===== src/rtl/usb_pump_scheduler.sv =====
// Round-robin arbiter sharing one USB transceiver pumper among N_REQ producers.
// Grants one requester, waits for FIFO space, runs one burst, and ends it on completion or watchdog.
module usb_pump_scheduler #(
  parameter int unsigned N_REQ   = 4,
  parameter int unsigned TIMEOUT = 255,
  parameter int unsigned GAP     = 2
) (
  input  logic               CLK,
  input  logic               NRST,
  input  logic [N_REQ-1:0]   REQ,
  input  logic [8*N_REQ-1:0] ADDR,
  input  logic               TXE_N,
  input  logic               PUMP_COMPLT,
  output logic               PUMP_ENA,
  output logic [7:0]         PUMP_RADDR_START,
  output logic [N_REQ-1:0]   GNT,
  output logic [N_REQ-1:0]   ACK,
  output logic               TOUT,
  output logic               BUSY
);

  localparam int unsigned TW = $clog2(TIMEOUT + 1);
  localparam int unsigned PW = $clog2(N_REQ);
  localparam int unsigned GW = $clog2(GAP + 1);

  typedef enum logic [1:0] {S_IDLE, S_WAIT_TXE, S_PUMP, S_GAP} state_t;

  state_t            state, state_n;
  logic [TW-1:0]     timer, timer_n;
  logic [GW-1:0]     gap_cnt, gap_n;
  logic [PW-1:0]     ptr, ptr_n;
  logic [PW-1:0]     win_idx, cand;
  logic              ena_n, tout_n, busy_n;
  logic [7:0]        addr_n;
  logic [N_REQ-1:0]  gnt_n, ack_n;

  // Scan downward so the nearest requester after the pointer is the last one assigned.
  always_comb begin
    win_idx = ptr;
    cand    = '0;
    for (int unsigned i = N_REQ; i >= 1; i--) begin
      cand = PW'((32'(ptr) + i) % N_REQ);
      if (REQ[cand]) win_idx = cand;
    end
  end

  always_comb begin
    state_n = state;
    timer_n = timer;
    gap_n   = gap_cnt;
    ptr_n   = ptr;
    ena_n   = PUMP_ENA;
    addr_n  = PUMP_RADDR_START;
    gnt_n   = GNT;
    ack_n   = '0;
    tout_n  = 1'b0;
    case (state)
      S_IDLE: begin
        if (|REQ) begin
          gnt_n          = '0;
          gnt_n[win_idx] = 1'b1;
          addr_n         = ADDR[{win_idx, 3'b000} +: 8];
          ptr_n          = win_idx;
          timer_n        = '0;
          state_n        = S_WAIT_TXE;
        end
      end
      S_WAIT_TXE, S_PUMP: begin
        // Completion outranks a watchdog expiry landing on the same edge.
        if (state == S_PUMP && PUMP_COMPLT) begin
          ena_n   = 1'b0;
          gnt_n   = '0;
          ack_n   = GNT;
          gap_n   = '0;
          state_n = S_GAP;
        end else if (timer == TW'(TIMEOUT - 1)) begin
          ena_n   = 1'b0;
          gnt_n   = '0;
          tout_n  = 1'b1;
          gap_n   = '0;
          state_n = S_GAP;
        end else begin
          if (timer != '1) timer_n = timer + 1'b1;
          if (state == S_WAIT_TXE && !TXE_N) begin
            ena_n   = 1'b1;
            state_n = S_PUMP;
          end
        end
      end
      S_GAP: begin
        if (gap_cnt == GW'(GAP - 1)) state_n = S_IDLE;
        else                         gap_n   = gap_cnt + 1'b1;
      end
      default: state_n = S_IDLE;
    endcase
    busy_n = (state_n != S_IDLE);
  end

  always_ff @(posedge CLK or negedge NRST) begin
    if (!NRST) begin
      state            <= S_IDLE;
      timer            <= '0;
      gap_cnt          <= '0;
      ptr              <= PW'(N_REQ - 1);
      PUMP_ENA         <= 1'b0;
      PUMP_RADDR_START <= '0;
      GNT              <= '0;
      ACK              <= '0;
      TOUT             <= 1'b0;
      BUSY             <= 1'b0;
    end else begin
      state            <= state_n;
      timer            <= timer_n;
      gap_cnt          <= gap_n;
      ptr              <= ptr_n;
      PUMP_ENA         <= ena_n;
      PUMP_RADDR_START <= addr_n;
      GNT              <= gnt_n;
      ACK              <= ack_n;
      TOUT             <= tout_n;
      BUSY             <= busy_n;
    end
  end

endmodule


===== config.mk =====
export PLATFORM = sky130hd
export DESIGN_NAME = usb_pump_scheduler
export DESIGN_NICKNAME = d
export VERILOG_FILES = /design/src/rtl/usb_pump_scheduler.sv
export SDC_FILE = /design/constraint.sdc
export NUM_CORES = 1
export LEC_CHECK = 0
export ABC_AREA = 1
export CORE_MARGIN = 1.5
export CORE_UTILIZATION = 40
export CTS_CLUSTER_DIAMETER = 80
export DETAILED_ROUTE_END_ITERATION = 7
export GPL_TIMING_DRIVEN = 0
export PLACE_DENSITY = 0.76
export SETUP_SLACK_MARGIN = 0.3
export SLEW_MARGIN = 20
export SYNTH_ARGS = -nofsm -noshare
export SYNTH_HDL_FRONTEND = slang
export SYNTH_SLANG_ARGS = --single-unit

===== constraint.sdc =====
create_clock -name CLK -period 4.6 [get_ports CLK]
set_clock_uncertainty 0.1 [all_clocks]
set_input_delay 0.46 -clock CLK [delete_from_list [all_inputs] [get_ports CLK]]
set_output_delay 0.46 -clock CLK [all_outputs]
set_load 0.02 [all_outputs]

==> impl_results.md, run 1 <==
- LEAKAGE: 1.49 nW
- Area grow syn2layout: 39.5%
- Hold WS: 0.382 ns
- Total CTS buffers: 5
- Max-Cap Viols: 0
- Worst-Skew Late Latency: 0.29 ns
- Initial DRC count: 64
- Tcrit/Tclk final: 0.468
- Clock transition at path regs: 0.07 ns
- HP Start: PUMP_RADDR_START[3]$_DFFE_PN0P_
- Drt wl/cell: 11.1 um
- Final setup TNS: 0 ns
- Status: complete, no violations
- Row count: 26
- Clock Power Share: 0.154
- CP startpoint: REQ[0]
- Cell taking the most area after synthesis: dfrtp_1
- P_sw: 0.998 mW
- CP Class: in2reg
- Initial Utilization: 0.413
- Final Cell Area: 2950 um^2
- Startpoint types: input port
- Die area: 5720 um^2
- Mapped Nets: 349
- Max VDD drop: 0.000462 V
- Fmax: 465 MHz
- Crit path time final: 2.15 ns
- Pre-Repair DR Iteration Count: 4
- Die extent in x: 75.6 um
- Drc violations: 0
- Dpl cell area: 2800 um^2
- Synthesized area: 2110 um^2
- Pin count of the biggest net entering global routing: 24
- Initial antenna violation count: 0
- RSZ-0062 raised after global routing: false
- Root Buffer: clkbuf_8
- Vias in the first global route: 1,959
- Crit path top cell by count: nand2_1
- Synthesis Warnings: 0
- Crit-path max cell delay: 0.47 ns
- H-tree depth: 2
- Post-route antenna net violation count: 0
- GP Congestion: 0.862
- Worst-Margin Slew: 0.484 ns
- Final #Nets: 416
- Share of layout cells above drive strength 1: 0.119
- Data required, critical path: 4.67 ns
- Fin. Hold Viols: 0
- Post-synthesis cell type count: 31
- Normalized max-slew margin: 0.674
- # diodes: 0
- Cells after synthesis: 302
- Final worst setup slack: 2.45 ns
- Die Span Y: 75.6 um
- Overall Power: 2.11 mW
- Flop pwr share: 0.211
- Pint: 1.11 mW
- Grt total ovfl: 0
- CP max stage cell: nor4_1
- CORE AREA: 5110 um^2
- Share of the synthesized area in the top cell type: 0.368
- Endpoints failing setup: 0
- Combinational power share: 0.636
- Post-CTS resize count: 0
- Mean post-synth cell area: 6.99 um^2
- Seq/Total Area, Yosys: 0.392
- Pins Over Slew Limit: 0
- PwrDens: 717 nW/um^2
- FF-to-FF Start: state[0]$_DFF_PN0_
- Io pins: 59
- Port Buffers: 58
- Post-synthesis register bit count: 33
- Via density: 4.74
- Synth top area cells: dfrtp_1 (37%), nand2_1 (23%), nand3_1 (5.9%)
- Post-Place Worst Slack: 2.23 ns
- Clock tree from TritonCTS: built
- Global-route wire length before repair: 8310 um
- Max clock buf depth: 2
- Setup crit end kind: flip-flop
- Arrival time at the worst endpoint: 2.22 ns
- CTS sink cnt: 33
- CP max FO: 3
- Worst min path class: reg2reg
- Total track usage: 0.188
- Via count: 2,084
- Sw Ratio: 0.473
- Routed WL: 4900 um
- Crit-path cells: clkdlybuf4s50_1 > nor4_1 > nand2_1 > nand2_1 > inv_1 > o21ai_0 > a21oi_1 > or2_1
- Dpl hpwl: 3810 um
==> area by class of cell <==
| type | instances | area [um^2] |
|---|---|---|
| plain buffers | 7 | 60.1 |
| clock buffers | 5 | 68.8 |
| clock inverters | 3 | 65.1 |
| fillers | 493 | 2160 |
| inverters | 36 | 140 |
| multi-input cells | 226 | 1080 |
| flip-flops and latches | 33 | 828 |
| well taps | 70 | 87.6 |
| repair buffers | 60 | 613 |
==> through the flow <==
stage | instances | util
after global routing | 440 | 0.577
after floorplan | 302 | -
after CTS | 440 | 0.577
after global placement | 430 | 0.544
final | 440 | 0.577
after detailed placement | 431 | 0.549
==> cell usage in the layout (no fill, tap or decap), types with 2 or more instances in the layout <==
| master | n |
|---|---|
| buf_6 | 2 |
| o22ai_1 | 4 |
| a21oi_1 | 6 |
| clkdlybuf4s50_1 | 57 |
| buf_2 | 4 |
| dfrtp_1 | 31 |
| nand2_4 | 3 |
| nand2_2 | 9 |
| o21ai_2 | 2 |
| inv_2 | 7 |
| dfstp_2 | 2 |
| clkbuf_8 | 5 |
| nor2_1 | 14 |
| bufinv_16 | 2 |
| o21ai_0 | 9 |
| nor3_1 | 4 |
| o31ai_1 | 2 |
| o21ai_1 | 2 |
| nand3_1 | 25 |
| nand2_1 | 129 |
| ha_1 | 7 |
| nand4_1 | 2 |
| inv_1 | 27 |
| nor4_1 | 2 |
==> Yosys cell counts <==
cell type and number:
nor3_2 1, clkinv_1 1, buf_2 3, o22ai_1 4, buf_4 1, o21ai_2 2, o21ai_1 2, ha_1 7
dfstp_2 2, buf_8 1, nand2_1 129, o21ai_0 9, o31ai_1 2, nor3_1 4, nor2_2 1, xor2_1 1
nand3_4 1, inv_1 27, nor2_1 14, or2_1 1, nand2_2 9, inv_2 7, inv_6 1, nand3_1 25
nor4_1 2, a21oi_1 6, dfrtp_1 31, nand4_1 2, nand2_4 3, a31oi_1 1, buf_6 2
==> metal layers <==
layer | global-route usage | part of all wire | vias up
li1 | - | - | 1084
met1 | 0.228 | 0.44 | 932
met2 | 0.327 | 0.48 | 60
met3 | 0.0529 | 0.060 | 8
met4 | 0.0556 | 0.012 | 0
met5 | 0 | 0 | -
==> power groups by stage <==
stage / clock network (mW) / logic [mW] / registers, mW
2_1_floorplan: 0 / 0.937 / 0.499
5_1_grt: 0.346 / 1.52 / 0.455
4_1_cts: 0.329 / 1.35 / 0.445
3_3_place_gp: 0 / 1.31 / 0.445
3_5_place_dp: 0 / 1.34 / 0.450
6_report: 0.325 / 1.34 / 0.445
==> kinds of logic after synthesis <==
group,after synthesis,share of synthesized area
XOR/XNOR,1,0.00415
buffers and inverters,43,0.0948
AO/OA/AOI/OAI,26,0.0705
AND/OR/NAND/NOR,192,0.397
adder cells (fa/ha/maj),7,0.0415
flip-flops,33,0.392
==> critical path: cells and delay by family <==
kind,cells,cell delay [ns]
simple gates,4,1.02
buf+inv,2,0.53
compound gates,2,0.21
==> registers in the layout, summed over array words and instances, names as in the netlist <==
register          cells
PUMP_RADDR_START      8
timer                 8
state                 2
ACK                   4
GNT                   4
BUSY                  1
PUMP_ENA              1
ptr                   2
gap_cnt               2
TOUT                  1
==> worst paths after layout <==
check	end	slack [ns]	depth (start not counted)
min reg2reg	PUMP_RADDR_START[3]$_DFFE_PN0P_	0.38	2
max reg2reg	timer[7]$_DFFE_PN0P_	2.55	8
min	PUMP_RADDR_START[3]$_DFFE_PN0P_	0.38	2
min in group asynchronous	PUMP_RADDR_START[5]$_DFFE_PN0P_	0.48	2
max in group asynchronous	ACK[0]$_DFF_PN0_	3.52	3
max	BUSY$_DFF_PN0_	2.45	8
==> timing repair <==
item	CTS	global route
endpoints found under the hold margin	8	0
setup buffers	0	0
hold buffers	1	0
Power figures use the tool's default switching activity.
==> inputs of run 2 (changes only) <==
==> constraint.sdc (replaced) <==
create_clock -name CLK -period 2.1 [get_ports CLK]
set_clock_uncertainty 0.1 [all_clocks]
set_input_delay 0.21 -clock CLK [delete_from_list [all_inputs] [get_ports CLK]]
set_output_delay 0.21 -clock CLK [all_outputs]
set_load 0.02 [all_outputs]
==> run 2 against run 1 <==
  * Critical endpoint is now PUMP_RADDR_START[0]$_DFFE_PN0P_
  * Cell area increased by 18%
  * Non-clock buffer count increased by 26
  * Sequential share of layout area decreased by 4.4 points
  * Largest cell class unchanged
  * The run now ends with setup timing left
  * Utilization increased by 11 points
  * Highest routed layer unchanged
  * Die area unchanged
  * Clock power increased by 92%
==> impl_results.md, run 2 (synthesis gave the netlist of run 1 again) <==
- Status: finished with violations
- Failing checks: setup timing
- Pint: 3.16 mW (+180%)
- Row count: 26 (unchanged)
- Setup crit end kind: flip-flop
- Area grow syn2layout: 65.1%
- Crit-path cells: buf_8 > clkinv_8 > nand2_2 > nand3_2 > nand2_2 > inv_2 > nand2_4 > nand2_4 > nand2_8 > nand2_8 > clkbuf_16 > nand2_2 > nand2_1 > nand2_1 > nand2_1 > nand2_1 > nand2_1
- Delay-heaviest family, CP: simple AND/OR/NAND/NOR gates
- Clock Power Share: 0.104 (-0.050)
- Routed WL: 5990 um (+22%)
- CP Class: reg2reg
- Post-route antenna net violation count: 0 (unchanged)
- Endpoints failing setup: 1 (+1)
- Crit path time final: 2.11 ns
- Worst-Margin Slew: 0.421 ns (-0.0630 ns)
- Pin count of the biggest net entering global routing: 24 (unchanged)
- Arrival time at the worst endpoint: 2.20 ns (-0.02 ns)
- Fin. Hold Viols: 0 (unchanged)
- Crit-path max cell delay: 0.56 ns (+0.09 ns)
- Normalized max-slew margin: 0.717 (+0.0424)
- LEAKAGE: 1.70 nW (+14%)
- Worst-Skew Late Latency: 0.30 ns (about the same)
- Die area: 5720 um^2 (unchanged)
- CTS sink cnt: 33 (unchanged)
- Most common cell after layout, fill and taps aside: nand2_1
- CP max FO: 7 (+4)
- Die extent in x: 75.6 um (unchanged)
- Root Buffer: clkbuf_8
- H-tree depth: 2 (unchanged)
- Data required, critical path: 2.19 ns (-2.48 ns)
- Drc violations: 0 (unchanged)
- Fill cells: 396 (-20%)
- Initial DRC count: 94 (+47%)
- Dpl hpwl: 3780 um (-0.74%)
- Total track usage: 0.190 (+0.00191)
- Grt total ovfl: 0 (unchanged)
- Vias in the first global route: 2,000 (+2.1%)
- P_sw: 2.83 mW (+180%)
- Pre-Repair DR Iteration Count: 4 (unchanged)
- Drt wl/cell: 12.8 um (+15%)
- Max-Cap Viols: 0 (unchanged)
- Via density: 4.84 (+2.1%)
- PwrDens: 1720 nW/um^2 (+140%)
- Share of layout cells above drive strength 1: 0.275 (+0.156)
- Sw Ratio: 0.472 (about the same)
- GP Congestion: 0.854 (-1.0%)
- CORE AREA: 5110 um^2 (unchanged)
- Clock transition at path regs: 0.07 ns (about the same)
- Global-route wire length before repair: 8340 um (+0.34%)
- Startpoint types: flip-flop
- Tcrit/Tclk final: 1.00
- Biggest regs: PUMP_RADDR_START (8), timer (8)
- Layout Cells excl Fill: 467 (+6.1%)
- Crit path top cell by count: nand2_1
- Final core utilization: 0.682 (+0.106)
- Final worst setup slack: -0.00525 ns (-2.45 ns)
- Bufs and invs on worst path: 4 (+2)
- Total CTS buffers: 5 (unchanged)
- Max VDD drop: 0.00138 V (+200%)
- Via count: 2,258 (+8.3%)
- Port Buffers: 58 (unchanged)
- Pins Over Slew Limit: 0 (unchanged)
- Placed Cells: 431 (unchanged)
- Die Span Y: 75.6 um (unchanged)
- CP max stage cell: dfstp_2
- Final #Nets: 443 (+6.5%)
- RSZ-0062 raised after global routing: true
- Clock tree from TritonCTS: built
- Initial antenna violation count: 0 (unchanged)
- Worst min path class: in2async
- Most frequent cells in the layout: nand2_1 (107), clkdlybuf4s50_1 (57), dfrtp_1 (31)
- # diodes: 0 (unchanged)
- Fmax: 475 MHz
- Io pins: 59 (unchanged)
- Flop pwr share: 0.164 (-0.047)
- Max clock buf depth: 2 (unchanged)
- Initial Utilization: 0.413 (unchanged)
- Combinational power share: 0.732 (+0.096)
==> run 2: changes by cell type in the layout (fill, tap and decap cells not counted), moves of 3 or more <==
cell and delta:
nand3_1 -5, buf_6 +3, nand2_1 -22, buf_4 +20, nand3_2 +6, nand2_8 +4
nand2_2 +7, nand2_4 +11, ha_1 -3, inv_1 -4
==> run 2: path summary, 6_finish.rpt <==
path,start,endpoint,slack [ns],cells past startpoint
max in group asynchronous,NRST,ACK[2]$_DFF_PN0_,1.26,3
worst max register to register,ptr[0]$_DFFE_PN1P_,PUMP_RADDR_START[0]$_DFFE_PN0P_,-0.005,17
worst min register to register,PUMP_RADDR_START[1]$_DFFE_PN0P_,PUMP_RADDR_START[1]$_DFFE_PN0P_,0.38,2
worst max-delay path,ptr[0]$_DFFE_PN1P_,PUMP_RADDR_START[0]$_DFFE_PN0P_,-0.005,17
worst min-delay path,NRST,state[1]$_DFF_PN0_,0.23,2
min in group CLK,PUMP_RADDR_START[1]$_DFFE_PN0P_,PUMP_RADDR_START[1]$_DFFE_PN0P_,0.38,2
==> run 2: per-stage QoR <==
step / setup TNS, ns / instance area, um^2 / setup WS (ns) / power (mW) / hold slack [ns]
final: -0.00525 / 3480 / -0.00525 / 5.99 / 0.229
after global routing: -0.499 / 3480 / -0.115 / 6.46 / 0.260
after CTS: 0 / 3010 / 0.129 / 4.73 / 0.240
after detailed placement: 0 / 2800 / 0.0127 / 3.92 / 0.0114
after global placement: 0 / 2780 / 0.0226 / 3.85 / 0.363
after floorplan: 0 / 2110 / 0.291 / 3.15 / -0.186
==> run 2: layout make-up <==
type	instances	area, um^2	area share
Inverter	36	170	0.0488
Multi-Input combinational cell	227	1350	0.387
Buffer	7	83.8	0.0241
Sequential cell	33	828	0.238
Tap cell	70	87.6	0.0251
Timing Repair Buffer	86	848	0.243
Clock inverter	1	30.0	0.00862
Clock buffer	7	86.3	0.0248
==> run 2: timing repair <==
item / in CTS / in global routing
cloned: 0 / 5
gates resized for setup: 12 / 73
pin swaps: 3 / 10
setup buffers: 4 / 18
hold endpoints to repair: 33 / 0
hold buffers: 1 / 0
endpoints found under the setup margin: 21 / 21
==> run 2: per-layer routing <==
metal | track usage | wire length [um] | vias to the layer above
met2 | 0.323 | 3160 | 74
met4 | 0.0734 | 68 | 0
li1 | - | - | 1143
met1 | 0.227 | 2400 | 1033
met5 | 0 | 0 | -
met3 | 0.0582 | 364 | 8
==> run 2: power groups by stage <==
| stage | Sequential [mW] | Clock [mW] | Combinational (mW) |
|---|---|---|---|
| floorplan | 1.09 | 0 | 2.06 |
| global placement | 0.976 | 0 | 2.87 |
| detailed placement | 0.978 | 0 | 2.94 |
| CTS | 0.963 | 0.630 | 3.14 |
| global route | 1.00 | 0.660 | 4.80 |
| finish | 0.984 | 0.623 | 4.39 |
==> inputs of run 3 (changes only) <==
--- a/config.mk
+++ b/config.mk
@@ -7,11 +7,11 @@
 export LEC_CHECK = 0
 export ABC_AREA = 1
 export CORE_MARGIN = 1.5
-export CORE_UTILIZATION = 40
+export CORE_UTILIZATION = 48
 export CTS_CLUSTER_DIAMETER = 80
 export DETAILED_ROUTE_END_ITERATION = 7
 export GPL_TIMING_DRIVEN = 0
-export PLACE_DENSITY = 0.76
+export PLACE_DENSITY = 0.87
 export SETUP_SLACK_MARGIN = 0.3
 export SLEW_MARGIN = 20
 export SYNTH_ARGS = -nofsm -noshare
==> run 3 against run 2 <==
  * The run now ends clean
  * Cell area shrank 2.4%
  * Hold slack gained 0.16 ns
  * Critical path depth is the same
  * Register-to-register slack gained 0.07 ns
  * Cell count shrank 4.3%
  * Non-clock buffer count grew 1
  * First-iteration DRC count grew 45%
  * Routed wire length grew 4.1%
  * Worst setup slack gained 0.068 ns
  * Sequential cell count is the same
==> impl_results.md, run 3 (synthesis gave the netlist of run 1 again) <==
- Arrival time at the worst endpoint: 2.13 ns (-0.07 ns)
- Die Span Y: 69.3 um (-8.4%)
- Routed WL: 6240 um (+4.1%)
- LEAKAGE: 1.67 nW (-2.0%)
- Final setup TNS: 0 ns (+0.00525 ns)
- Worst-Margin Slew: 0.721 ns (+0.299 ns)
- Via count: 2,341 (+3.7%)
- Pre-Repair DR Iteration Count: 4 (unchanged)
- Fmax: 491 MHz (+3.3%)
- Max-Cap Viols: 0 (unchanged)
- # diodes: 0 (unchanged)
- Post-route antenna net violation count: 0 (unchanged)
- Top sig layer: met4
- Startpoint types: flip-flop
- CP Class: reg2reg
- Fin. Hold Viols: 0 (unchanged)
- Overall Power: 5.66 mW (-5.5%)
- PwrDens: 1670 nW/um^2 (-3.2%)
- Drt wl/cell: 13.9 um (+8.7%)
- Drc violations: 0 (unchanged)
- Max clock buf depth: 2 (unchanged)
- Routed metal-1 wirelength: 2520 um (+4.8%)
- GP Congestion: 0.824 (-3.4%)
- Initial DRC count: 136 (+45%)
- CTS sink cnt: 33 (unchanged)
- Row count: 23 (-12%)
- DR WL met3: 355 um (-2.5%)
- Normalized max-slew margin: 0.520 (-0.197)
- Root Buffer: clkbuf_8
- Dpl hpwl: 3730 um (-1.5%)
- RSZ-0062 raised after global routing: true
- CORE AREA: 4120 um^2 (-19%)
- Die extent in x: 69.3 um (-8.4%)
- Crit path time final: 2.04 ns (-0.0678 ns)
- Biggest regs: PUMP_RADDR_START (8), timer (8)
- Total CTS buffers: 5 (unchanged)
- Die area: 4800 um^2 (-16%)
- Via density: 5.24 (+8.3%)
- Vias in the first global route: 2,090 (+4.5%)
- CP max FO: 8 (+1)
- Final #Nets: 443 (unchanged)
- Most common cell after layout, fill and taps aside: nand2_1
- Area grow syn2layout: 61.1%
- Status: complete, no violations
- Initial antenna violation count: 0 (unchanged)
- Pin count of the biggest net entering global routing: 34 (+42%)
- Worst min path class: reg2reg
- Grt total ovfl: 0 (unchanged)
- Max VDD drop: 0.00107 V (-23%)
- Clock tree from TritonCTS: built
- Data required, critical path: 2.20 ns (about the same)
- Setup crit end kind: flip-flop
- Tcrit/Tclk final: 0.970 (-0.0323)
- Final core utilization: 0.826 (+0.144)
- Post-Place Worst Slack: 0.0101 ns (-0.00256 ns)
- Clock transition at path regs: 0.08 ns (about the same)
- Share of layout cells above drive strength 1: 0.287 (+0.0126)
- Global-route wire length before repair: 8820 um (+5.7%)
- Total track usage: 0.226 (+0.0354)
- Endpoints failing setup: 0 (-1)
- Io pins: 59 (unchanged)
- Final worst setup slack: 0.0626 ns (+0.0678 ns)
- Metal2 WL: 3260 um (+3.4%)
- Most frequent cells in the layout: nand2_1 (115), clkdlybuf4s50_1 (57), dfrtp_1 (31)
- H-tree depth: 2 (unchanged)
- Port Buffers: 58 (unchanged)
- Worst-Skew Late Latency: 0.30 ns (about the same)
- Pins Over Slew Limit: 0 (unchanged)
- Initial Utilization: 0.513 (+0.0996)
[run 3: changes by cell type in the layout (fill, tap and decap cells not counted), sizes merged]
cell      delta
clkbuf       -1
clkinvlp     +1
inv          +1
nand3        -1
[run 3: per-layer routing]
| metal | up-vias | GRT usage |
|---|---|---|
| li1 | 1136 | - |
| met1 | 1101 | 0.263 |
| met2 | 94 | 0.387 |
| met3 | 10 | 0.0727 |
| met4 | 0 | 0.0850 |
| met5 | - | 0 |
[run 3: final cells by class]
class / instances / area, um^2
buffer: 7 / 76.3
clock buffer: 5 / 68.8
clock inverter: 3 / 46.3
fill: 249 / 716
inverter: 36 / 158
multi-input combinational: 226 / 1310
sequential: 33 / 828
tap: 50 / 62.6
timing repair buffer: 87 / 855
[run 3: final timing paths]
| path | from | to | slack [ns] | cells past startpoint |
|---|---|---|---|---|
| max in group asynchronous | NRST | PUMP_RADDR_START[1]$_DFFE_PN0P_ | 1.04 | 2 |
| setup / recovery | ptr[0]$_DFFE_PN1P_ | PUMP_RADDR_START[4]$_DFFE_PN0P_ | 0.06 | 17 |
| setup reg to reg | ptr[0]$_DFFE_PN1P_ | PUMP_RADDR_START[4]$_DFFE_PN0P_ | 0.06 | 17 |
| min in group asynchronous | NRST | PUMP_ENA$_DFFE_PN0P_ | 0.40 | 2 |
| hold / removal | PUMP_RADDR_START[1]$_DFFE_PN0P_ | PUMP_RADDR_START[1]$_DFFE_PN0P_ | 0.38 | 2 |
| hold reg to reg | PUMP_RADDR_START[1]$_DFFE_PN0P_ | PUMP_RADDR_START[1]$_DFFE_PN0P_ | 0.38 | 2 |
[run 3: what timing repair did]
| action | CTS | global route |
|---|---|---|
| hold endpoints to repair | 31 | 0 |
| pin swaps | 4 | 24 |
| hold buffers | 1 | 0 |
| setup endpoints to repair | 21 | 25 |
| cloned | 0 | 2 |
| setup buffers | 10 | 16 |
| gates resized for setup | 13 | 58 |
[run 3: power by group]
group          internal [mW]  switching (mW)  leakage, nW
Clock                  0.355           0.261       0.0543
Combinational           1.78            2.29         1.18
Sequential             0.848           0.133        0.428
Total                   2.98            2.68         1.67
[run 3: metrics by stage]
stage | cells | hold slack, ns | area, um^2
after global placement | 410 | 0.362 | 2760
after global routing | 447 | 0.411 | 3400
final | 447 | 0.385 | 3400
after CTS | 429 | 0.388 | 3020
after detailed placement | 410 | 0.205 | 2750
after floorplan | 302 | -0.186 | 2110
[run 3: critical path: stages (launching register included)]
cell	delay, ns
dfstp_2	0.58
buf_8	0.13
inv_8	0.05
nand2_2	0.06
nand2_2	0.06
nand2_2	0.08
nand2_2	0.07
nand2_4	0.08
nand2_4	0.05
nand2_4	0.08
nand2_4	0.08
buf_8	0.15
nand2_1	0.07
nand2_1	0.06
nand2_1	0.07
nand2_1	0.05
nand2_1	0.05
nand2_1	0.04
